===== config.mk =====
export PLATFORM = sky130hd
export DESIGN_NAME = dispatch_queue
export DESIGN_NICKNAME = d
export VERILOG_FILES = /design/src/rtl/dispatch_queue.sv
export SDC_FILE = /design/constraint.sdc
export NUM_CORES = 1
export LEC_CHECK = 0
export CAP_MARGIN = 20
export CORE_MARGIN = 5
export CORE_UTILIZATION = 45
export CTS_BUF_LIST = sky130_fd_sc_hd__clkbuf_4
export CTS_CLUSTER_SIZE = 14
export DETAILED_ROUTE_END_ITERATION = 8
export GPL_TIMING_DRIVEN = 0
export HOLD_SLACK_MARGIN = 0.03
export MAX_ROUTING_LAYER = met4
export PLACE_DENSITY = 0.75
export SKIP_LAST_GASP = 1
export SYNTH_ARGS = -nofsm -noshare
export SYNTH_HDL_FRONTEND = slang
export SYNTH_SLANG_ARGS = --single-unit

===== constraint.sdc =====
create_clock -name clk -period 4 [get_ports clk]
set_input_delay 0.8 -clock clk [delete_from_list [all_inputs] [get_ports clk]]
set_output_delay 0.8 -clock clk [all_outputs]
set_load 0.02 [all_outputs]

===== src/rtl/dispatch_queue.sv =====
// Instruction dispatch queue: buffers decoded instructions and issues one per cycle from the head
// to the ALU, branch or load/store reservation station, resolving operands on the way out.
module dispatch_queue #(
  parameter int DEPTH   = 4,
  parameter int TAG_W   = 4,
  parameter int OP_W    = 6,
  parameter int NUM_CDB = 2
) (
  input  logic                     clk,
  input  logic                     rst,
  input  logic                     flush,
  input  logic                     in_valid,
  output logic                     in_ready,
  input  logic [3:0]               in_class,
  input  logic [OP_W-1:0]          in_op,
  input  logic [4:0]               in_rd,
  input  logic [4:0]               in_rs1,
  input  logic [4:0]               in_rs2,
  input  logic [31:0]              in_imm,
  input  logic [31:0]              in_addr,
  output logic [4:0]               rs1_name,
  output logic [4:0]               rs2_name,
  input  logic [TAG_W-1:0]         reg_tag1,
  input  logic [TAG_W-1:0]         reg_tag2,
  input  logic [31:0]              reg_data1,
  input  logic [31:0]              reg_data2,
  input  logic                     rob_rdy1,
  input  logic                     rob_rdy2,
  input  logic [31:0]              rob_data1,
  input  logic [31:0]              rob_data2,
  input  logic [TAG_W-1:0]         rob_free_tag,
  input  logic                     rob_full,
  input  logic                     alu_full,
  input  logic                     br_full,
  input  logic                     ls_full,
  input  logic [NUM_CDB-1:0]       cdb_valid,
  input  logic [NUM_CDB*TAG_W-1:0] cdb_tag,
  input  logic [NUM_CDB*32-1:0]    cdb_data,
  output logic                     disp_en,
  output logic                     wrt_en,
  output logic [4:0]               wrt_name,
  output logic [TAG_W-1:0]         wrt_tag,
  output logic                     alu_en,
  output logic                     br_en,
  output logic                     ls_en,
  output logic [OP_W-1:0]          op,
  output logic [31:0]              operand1,
  output logic [31:0]              operand2,
  output logic [TAG_W-1:0]         tag1,
  output logic [TAG_W-1:0]         tag2,
  output logic [31:0]              imm,
  output logic [31:0]              addr,
  output logic [TAG_W-1:0]         rob_tag,
  output logic [4:0]               rd_name
);

  localparam int PTR_W = $clog2(DEPTH);
  localparam int CNT_W = PTR_W + 1;

  localparam logic [3:0] C_LUI = 4'd1, C_AUIPC = 4'd2, C_JAL = 4'd3, C_JALR = 4'd4, C_B = 4'd5;
  localparam logic [3:0] C_LD  = 4'd6, C_ST    = 4'd7, C_RI  = 4'd8, C_RR   = 4'd9;

  typedef struct packed {
    logic [TAG_W-1:0] tag;
    logic [31:0]      data;
  } opnd_t;

  logic [3:0]       cls_mem  [DEPTH];
  logic [OP_W-1:0]  op_mem   [DEPTH];
  logic [4:0]       rd_mem   [DEPTH];
  logic [4:0]       rs1_mem  [DEPTH];
  logic [4:0]       rs2_mem  [DEPTH];
  logic [31:0]      imm_mem  [DEPTH];
  logic [31:0]      addr_mem [DEPTH];

  logic [PTR_W-1:0] head_q, head_d, tail_q, tail_d;
  logic [CNT_W-1:0] count_q, count_d;

  logic             alu_en_q, br_en_q, ls_en_q;
  logic [OP_W-1:0]  op_q;
  logic [31:0]      op1_q, op2_q, imm_q, addr_q;
  logic [TAG_W-1:0] t1_q, t2_q, rtag_q;
  logic [4:0]       rd_q;

  logic [3:0]       h_cls;
  logic [4:0]       h_rd;
  logic [31:0]      h_imm, h_addr;
  logic             cls_ok, to_alu, to_br, to_ls, rs_full, nonempty;
  logic             head_ok, fire, pop, push;
  opnd_t            src1, src2, op1_d, op2_d;
  logic [4:0]       rd_d;

  // Lowest channel wins: scan high-to-low so the last overwrite is channel 0.
  function automatic logic [32:0] cdb_lookup(input logic [TAG_W-1:0] t);
    logic [32:0] r;
    r = '0;
    for (int i = NUM_CDB - 1; i >= 0; i--) begin
      if (cdb_valid[i] && (cdb_tag[i*TAG_W +: TAG_W] == t)) r = {1'b1, cdb_data[i*32 +: 32]};
    end
    return r;
  endfunction

  function automatic opnd_t resolve(input logic [4:0] name, input logic [TAG_W-1:0] rtag,
                                    input logic [31:0] rdata, input logic rrdy,
                                    input logic [31:0] rbdata);
    opnd_t       r;
    logic [32:0] c;
    c      = cdb_lookup(rtag);
    r.tag  = '0;
    r.data = '0;
    if (name == 5'd0)      r.data = '0;
    else if (rtag == '0)   r.data = rdata;
    else if (rrdy)         r.data = rbdata;
    else if (c[32])        r.data = c[31:0];
    else                   r.tag  = rtag;
    return r;
  endfunction

  assign h_cls    = cls_mem[head_q];
  assign h_rd     = rd_mem[head_q];
  assign h_imm    = imm_mem[head_q];
  assign h_addr   = addr_mem[head_q];
  assign rs1_name = rs1_mem[head_q];
  assign rs2_name = rs2_mem[head_q];

  assign in_ready = (count_q < CNT_W'(DEPTH));
  assign nonempty = (count_q != '0);
  assign cls_ok   = (h_cls >= C_LUI) && (h_cls <= C_RR);
  assign to_br    = (h_cls == C_B);
  assign to_ls    = (h_cls == C_LD) || (h_cls == C_ST);
  assign to_alu   = cls_ok && !to_br && !to_ls;
  assign rs_full  = (to_alu && alu_full) || (to_br && br_full) || (to_ls && ls_full);
  assign head_ok  = nonempty && cls_ok && !rob_full && !rs_full;
  assign fire     = head_ok && !flush;
  // Invalid classes are discarded at the head without touching the ROB or regfile.
  assign pop      = fire || (nonempty && !cls_ok && !flush);
  assign push     = in_valid && in_ready && !flush;

  assign disp_en  = fire;
  assign wrt_en   = fire && (h_cls != C_B) && (h_cls != C_ST) && (h_rd != 5'd0);
  assign wrt_name = h_rd;
  assign wrt_tag  = rob_free_tag;

  always_comb begin
    head_d  = pop  ? head_q + PTR_W'(1) : head_q;
    tail_d  = push ? tail_q + PTR_W'(1) : tail_q;
    count_d = count_q + CNT_W'(push) - CNT_W'(pop);
  end

  always_comb begin
    src1  = resolve(rs1_name, reg_tag1, reg_data1, rob_rdy1, rob_data1);
    src2  = resolve(rs2_name, reg_tag2, reg_data2, rob_rdy2, rob_data2);
    op1_d = '0;
    op2_d = '0;
    case (h_cls)
      C_LUI:          op2_d.data = h_imm;
      C_AUIPC, C_JAL: begin op1_d.data = h_addr; op2_d.data = h_imm; end
      C_JALR, C_RI:   begin op1_d = src1; op2_d.data = h_imm; end
      C_LD:           op1_d = src1;
      C_B, C_ST, C_RR: begin op1_d = src1; op2_d = src2; end
      default:        ;
    endcase
    rd_d = ((h_cls == C_B) || (h_cls == C_ST)) ? 5'd0 : h_rd;
  end

  always_ff @(posedge clk) begin
    if (push) begin
      cls_mem[tail_q]  <= in_class;
      op_mem[tail_q]   <= in_op;
      rd_mem[tail_q]   <= in_rd;
      rs1_mem[tail_q]  <= in_rs1;
      rs2_mem[tail_q]  <= in_rs2;
      imm_mem[tail_q]  <= in_imm;
      addr_mem[tail_q] <= in_addr;
    end
  end

  // Head dispatch -> RS output stage
  always_ff @(posedge clk) begin
    if (rst) begin
      head_q   <= '0;
      tail_q   <= '0;
      count_q  <= '0;
      alu_en_q <= 1'b0;
      br_en_q  <= 1'b0;
      ls_en_q  <= 1'b0;
      op_q     <= '0;
      op1_q    <= '0;
      op2_q    <= '0;
      t1_q     <= '0;
      t2_q     <= '0;
      imm_q    <= '0;
      addr_q   <= '0;
      rtag_q   <= '0;
      rd_q     <= '0;
    end else if (flush) begin
      head_q   <= '0;
      tail_q   <= '0;
      count_q  <= '0;
      alu_en_q <= 1'b0;
      br_en_q  <= 1'b0;
      ls_en_q  <= 1'b0;
    end else begin
      head_q   <= head_d;
      tail_q   <= tail_d;
      count_q  <= count_d;
      alu_en_q <= fire && to_alu;
      br_en_q  <= fire && to_br;
      ls_en_q  <= fire && to_ls;
      if (fire) begin
        op_q   <= op_mem[head_q];
        op1_q  <= op1_d.data;
        op2_q  <= op2_d.data;
        t1_q   <= op1_d.tag;
        t2_q   <= op2_d.tag;
        imm_q  <= h_imm;
        addr_q <= h_addr;
        rtag_q <= rob_free_tag;
        rd_q   <= rd_d;
      end
    end
  end

  logic        strobe;
  logic [32:0] snoop1, snoop2;
  logic        hit1, hit2;

  // A broadcast landing during the handoff cycle is forwarded so the RS never misses it.
  assign strobe   = alu_en_q || br_en_q || ls_en_q;
  assign snoop1   = cdb_lookup(t1_q);
  assign snoop2   = cdb_lookup(t2_q);
  assign hit1     = strobe && (t1_q != '0) && snoop1[32];
  assign hit2     = strobe && (t2_q != '0) && snoop2[32];
  assign operand1 = hit1 ? snoop1[31:0] : op1_q;
  assign operand2 = hit2 ? snoop2[31:0] : op2_q;
  assign tag1     = hit1 ? '0 : t1_q;
  assign tag2     = hit2 ? '0 : t2_q;

  assign alu_en  = alu_en_q;
  assign br_en   = br_en_q;
  assign ls_en   = ls_en_q;
  assign op      = op_q;
  assign imm     = imm_q;
  assign addr    = addr_q;
  assign rob_tag = rtag_q;
  assign rd_name = rd_q;

endmodule


; After elaboration in Yosys (flattened, before gate mapping)
; Memories as Yosys holds them, arrays and structs flattened. A register that Yosys moved wholly into a read port is not among the register bits.
; Index checks and enable logic that the tools add are counted.
[word_totals]
in_bits = 313
reg_bits = 155
romBits = 0
out_inout_bits = 176
ram_bits = 356
latch_bits = 0
mem_count = 7
word_cells = 154
[classes]
magnitude_cmp = 3
addsub = 4
eq_ne = 19
shifts = 0
mul = 0
bitwise = 1
reduce_logical = 59
div = 0
muxes = 47
[mem_list]
columns = memory, words, word_bits, read_ports, rd_clocked_by_memory_dff, write_ports, line_no
row1 = addr_mem, 4, 32, 1, 1, 1, 74  ; logic [31:0] addr_mem [DEPTH];
row2 = imm_mem, 4, 32, 1, 1, 1, 73  ; logic [31:0] imm_mem [DEPTH];
row3 = op_mem, 4, 6, 1, 1, 1, 69  ; logic [OP_W-1:0] op_mem [DEPTH];
row4 = rd_mem, 4, 5, 1, 1, 1, 70  ; logic [4:0] rd_mem [DEPTH];
row5 = rs1_mem, 4, 5, 1, 1, 1, 71  ; logic [4:0] rs1_mem [DEPTH];
row6 = rs2_mem, 4, 5, 1, 1, 1, 72  ; logic [4:0] rs2_mem [DEPTH];
row7 = 1 more memories, --, --, --, --, --, --
[ops]
columns = op, n
row1 = 32-bit two-way mux, 10
row2 = 33-bit two-way mux, 8
row3 = 32-bit case mux with 2 select lines, 2
row4 = 4-bit two-way mux, 12
row5 = 4-bit equality test, 8
row6 = 1-bit logical AND, 32
row7 = 2-bit two-way mux, 12
row8 = 4-bit by 3-bit equality test with 1-bit output (second input constant), 4
row9 = 5-bit logical NOT, 2
row10 = 4-bit by 2-bit equality test with 1-bit output (second input constant), 2
row11 = 4-bit equality test (second input constant), 2
row12 = 4-bit logical NOT, 2
row13 = 4-bit by 3-bit inequality test with 1-bit output (second input constant), 2
row14 = 4-bit nonzero test, 2
row15 = 1-bit logical OR, 7
row16 = 1-bit logical NOT, 6
row17 = 6-bit OR reduction, 1
row18 = 5-bit two-way mux, 1
row19 = 5-bit nonzero test, 1
row20 = 5-bit OR reduction, 1
row21 = 2-bit by 1-bit adder with 2-bit output (second input constant), 2
row22 = 4-bit by 1-bit equality test with 1-bit output (second input constant), 1
row23 = 4-bit by 1-bit greater-or-equal comparator with 1-bit output (second input constant), 1
row24 = 4-bit <= comparator (second input constant), 1
row25 = other kinds (9), 11

; Logic depth before layout (Yosys ltp)
[logic_depth]
depth_word = 13
mapped_depth = 15
ltp_nobuf = 13

; Worst setup path before layout
; OpenSTA, ideal clock, no wires.
[synth_path]
path_type = in2reg
start = input in_valid
end = memory addr_mem[1][0], enable pin
stages = 2
setup_ns = 0.457
required_ns = 3.543
slack_ns = 0.077
t_arrival_ns = 3.465
path_cell_list = nor3b_1 > and2_1
[synth_via]
elab_chain_cells = 4
[synth_rtl]
columns = item, line_no
row1 = from (decl), 12  ; input logic in_valid,
row2 = 1-bit logical AND (2 in a row), 137  ; assign push = in_valid && in_ready && !flush;
row3 = 1-bit two-way mux, 167  ; if (push) begin
row4 = 1-bit two-way mux (not written as such), 174  ; addr_mem[tail_q] <= in_addr;
row5 = to (decl), 74
; Every way passes these cells.

; Worst setup path in the final report
[layout_path]
start = input cdb_tag[3]
end = output operand1[13]
[layout_via]
elab_chain_cells = 5
[layout_rtl]
columns = item, line_no
row1 = from (decl), 37  ; input logic [NUM_CDB*TAG_W-1:0] cdb_tag,
row2 = 4-bit equality test (*), 98  ; if (cdb_valid[i] && (cdb_tag[i*TAG_W +: TAG_W] == t)) r = {1'b1, cdb_data[i*32 +: 32]};
row3 = 1-bit logical AND (*), 98
row4 = 33-bit two-way mux (*), 98
row5 = 1-bit logical AND, 232  ; assign hit1 = strobe && (t1_q != '0) && snoop1[32];
row6 = 32-bit two-way mux (*), 234  ; assign operand1 = hit1 ? snoop1[31:0] : op1_q;
row7 = to (decl), 47  ; output logic [31:0] operand1,
; Every way passes the cells marked *; elsewhere a longest branch is shown, timed or not.

==> results.sh <==
export IMPL_run_status="finished, final reports clean"
export IMPL_via_per_inst=5.93
export IMPL_power_mw=12.0
export IMPL_synthCells=1873
export IMPL_clock_skew_ns=0.0563
export IMPL_syn_to_final_growth_pct=35.2
export IMPL_r2r_slack_ns=0.42
export IMPL_dr_wl_met2_mm=44.6
export IMPL_ys_seq_area_share_pct=60.0
export IMPL_max_freq_ghz=0.250
export IMPL_design_die_area_um2=56300
export IMPL_power_density_nw_per_um2=381
export IMPL_cts_tree="built"
export IMPL_cp_max_fo=10
export IMPL_p_leak_nw=10.6
export IMPL_portBuffers=486
export IMPL_cts_clk_slew_worst_paths_ns=0.06
export IMPL_initial_core_util_pct=45.3
export IMPL_synth_cell_types=51
export IMPL_r2r_cells=15
export IMPL_cts_buffer_depth=3
export IMPL_path_cells="clkdlybuf4s50_1, xor2_1, nor4_4, buf_4, buf_4, clkbuf_8, mux2i_1, o21ai_0, dlygate4sd2_1"
export IMPL_synth_top_area_cell="edfxtp_1"
export IMPL_placed_cell_area_um2=29100
export IMPL_async_flop_share_pct=0
export IMPL_core_um2=51300
export IMPL_drtAntennaViolNets=0
export IMPL_arrival_ns=3.20
export IMPL_wire_per_inst_um=28.5
export IMPL_hold_viol=0
export IMPL_routed_wl_met3_mm=10.1
export IMPL_synthTopCellsByArea="edfxtp_1, dfxtp_1, mux4_2"
export IMPL_critPathMaxStageDelay_ns=0.64
export IMPL_synthFlopType="edfxtp_1"
export IMPL_route_detailed_drc=0
export IMPL_final_cell_mix="clkdlybuf4s50_1, edfxtp_1, nand2_1, clkbuf_4, dfxtp_1"
export IMPL_die_x_um=237
export IMPL_cts_buffers_inserted=136
export IMPL_grt_max_degree=57
export IMPL_ir_worst_vdd_v=0.000335
export IMPL_drt_iter0_drc=2131
export IMPL_cp_endpoint="operand1[13]"
export IMPL_mostFrequentLayoutCell="clkdlybuf4s50_1"
export IMPL_cap_viol_max_count=0
export IMPL_cp_slowest_cell="clkdlybuf4s50_1"
export IMPL_synth_edf_count=356
export IMPL_slew_headroom_pct=37.1
export IMPL_tightestPinTransition_ns=0.944
export IMPL_syn_avg_cell_area_um2=12.4
export IMPL_clkSinkCount=519
export IMPL_required_ns=3.20
export IMPL_grt_ovfl_total=0
export IMPL_post_route_period_util_pct=99.9
export IMPL_rows=83
export IMPL_rsz0062_at_grt="true"
export IMPL_postCtsHoldBufs=0
export IMPL_first_global_vias=19700
export IMPL_hold_class="flip-flop to flip-flop"
export IMPL_drv_slew=0
export IMPL_syn_area_um2=23300
export IMPL_htree_num_levels=4
export IMPL_startpoint="cdb_tag[3]"
export IMPL_wirelength_mm=95.2
export IMPL_grt_antenna_before_repair=29
export IMPL_vias=19800
export IMPL_grt_total_usage_pct=33.7
export IMPL_crit_buf_inv=5
export IMPL_final_min_clock_period_ns=4.00
export IMPL_path_class="input pin to output pin"
export IMPL_first_pass_iters=8
export IMPL_cp_top_family="buffers and inverters"
export IMPL_worstHoldPathCells=2
export IMPL_io_pins=489
export IMPL_design_area_um2=31400
export IMPL_timing_critical_path_mode_cell="buf_4"
export IMPL_place_hpwl_mm=72.6
export IMPL_layout_drive_gt1_share_pct=20.9
export IMPL_setup_viol=0
export IMPL_crit_path_end_kind="output pin"
export IMPL_yosysTopAreaCellShare_pct=46.0
export IMPL_cts_root_buf="clkbuf_4"
export IMPL_synth_warnings=0
export IMPL_die_y_um=237
export IMPL_final_setup_tns_ns=0
export IMPL_topRoutingLayerUsed="met4"
export IMPL_worst_setup_path_start_kind="input pin"
export IMPL_synth_seq_cells=519
export IMPL_met1_length_mm=37.0
export IMPL_grt_pass1_wl_mm=134
export IMPL_regToRegEndpoint="count_q[2]"
export IMPL_gp_congestion=0.992
export IMPL_fin_nets=2839
export IMPL_path_depth=9
export IMPL_synthesis_nets=2193
export IMPL_insertion_delay_ns=0.96
## cells in the mapped netlist, drive strengths merged (8+ instances only)
master  count
a211oi     32
nor2       79
a221oi     65
buf        48
mux2       34
clkbuf    110
a21oi     149
mux2i      65
and2       15
o31ai      32
xnor2      15
dfxtp     163
nand2b     35
a31oi      33
a22o        8
inv        10
o21ai     101
edfxtp    356
o221ai     32
nand3      42
mux4       89
nand2     292
xor2       21
## area by class of cell
| class | instances | area, um2 |
|---|---|---|
| diodes | 29 | 72.6 |
| plain buffers | 154 | 848 |
| clock buffers | 209 | 1570 |
| clock inverters | 41 | 307 |
| fillers | 4132 | 19900 |
| inverters | 10 | 50.0 |
| multi-input cells | 1186 | 8830 |
| flip-flops and latches | 519 | 14000 |
| well taps | 680 | 851 |
| repair buffers | 512 | 4940 |
## power breakdown
| group | internal [mW] | leakage, nW | total (mW) | switching (mW) |
|---|---|---|---|---|
| Sequential | 5.80 | 4.55 | 5.82 | 0.0213 |
| Clock | 2.71 | 1.10 | 4.97 | 2.26 |
| Combinational | 0.522 | 4.91 | 1.18 | 0.658 |
## kinds of logic after synthesis
family                     Yosys count  share of synthesized area [%]
adders and majority gates            7                          0.409
xor gates and xnor gates            36                           1.36
muxes                              188                           13.1
buffers and inverters              168                           3.17
and+or+nand+nor                    495                           9.25
AOI/OAI and AO/OA                  460                           12.8
DFF                                519                           60.0
## routing by layer
metal  GRT usage [%]  vias to the layer above
met5               -                        -
met4            11.9                        0
met3            11.0                      179
met2            52.4                     1276
met1            41.8                     9745
li1                -                     8590
## through the flow
step	utilization, %	setup slack (ns)	std cells	hold WS [ns]
after floorplan	-	0.0771	1873	0.478
after global placement	56.5	-2.25	3039	0.441
after detailed placement	56.7	-1.63	3043	0.446
after CTS	61.2	-0.148	3304	0.374
after global routing	61.3	-0.0286	3340	0.410
final	61.3	0.00325	3340	0.458
## worst min-delay path by stage
stage                             start             end  slack, ns
after floorplan                op1_q[3]        op1_q[3]       0.48
after detailed placement         imm[4]          imm[4]       0.45
after global routing         in_imm[29]  imm_mem[3][29]       0.41
after global placement       rd_name[3]      rd_name[3]       0.44
final                           imm[17]         imm[17]       0.46
after CTS                 reg_data2[30]       op2_q[30]       0.37
## worst reg2reg max path, cell delays in order (launching register included)
cell	delay (ns)
dfxtp_4	0.39
mux4_2	0.58
buf_4	0.19
nor2_2	0.24
a221oi_4	0.12
buf_4	0.20
a2bb2oi_1	0.34
inv_1	0.09
ha_1	0.29
inv_1	0.06
ha_1	0.13
inv_1	0.05
fa_1	0.40
xnor2_1	0.19
xnor2_1	0.14
nor2_1	0.05
## sequential cells by signal, indices dropped and copies added (netlist names), 2 cells and up, named ones only
signal / count
addr_mem: 128
imm_mem: 128
addr: 32
imm: 32
op1_q: 32
op2_q: 32
op_mem: 24
rd_mem: 20
rs1_mem: 20
rs2_mem: 20
cls_mem: 16
op: 6
rd_name: 5
rob_tag: 4
t1_q: 4
t2_q: 4
count_q: 3
head_q: 2
tail_q: 2
## repair_timing
action	in CTS	in global routing
pin swaps	8	1
setup endpoints to repair	83	69
gates resized for setup	262	132
setup buffers	15	5
Note: power is estimated with default switching activity, not from simulation.
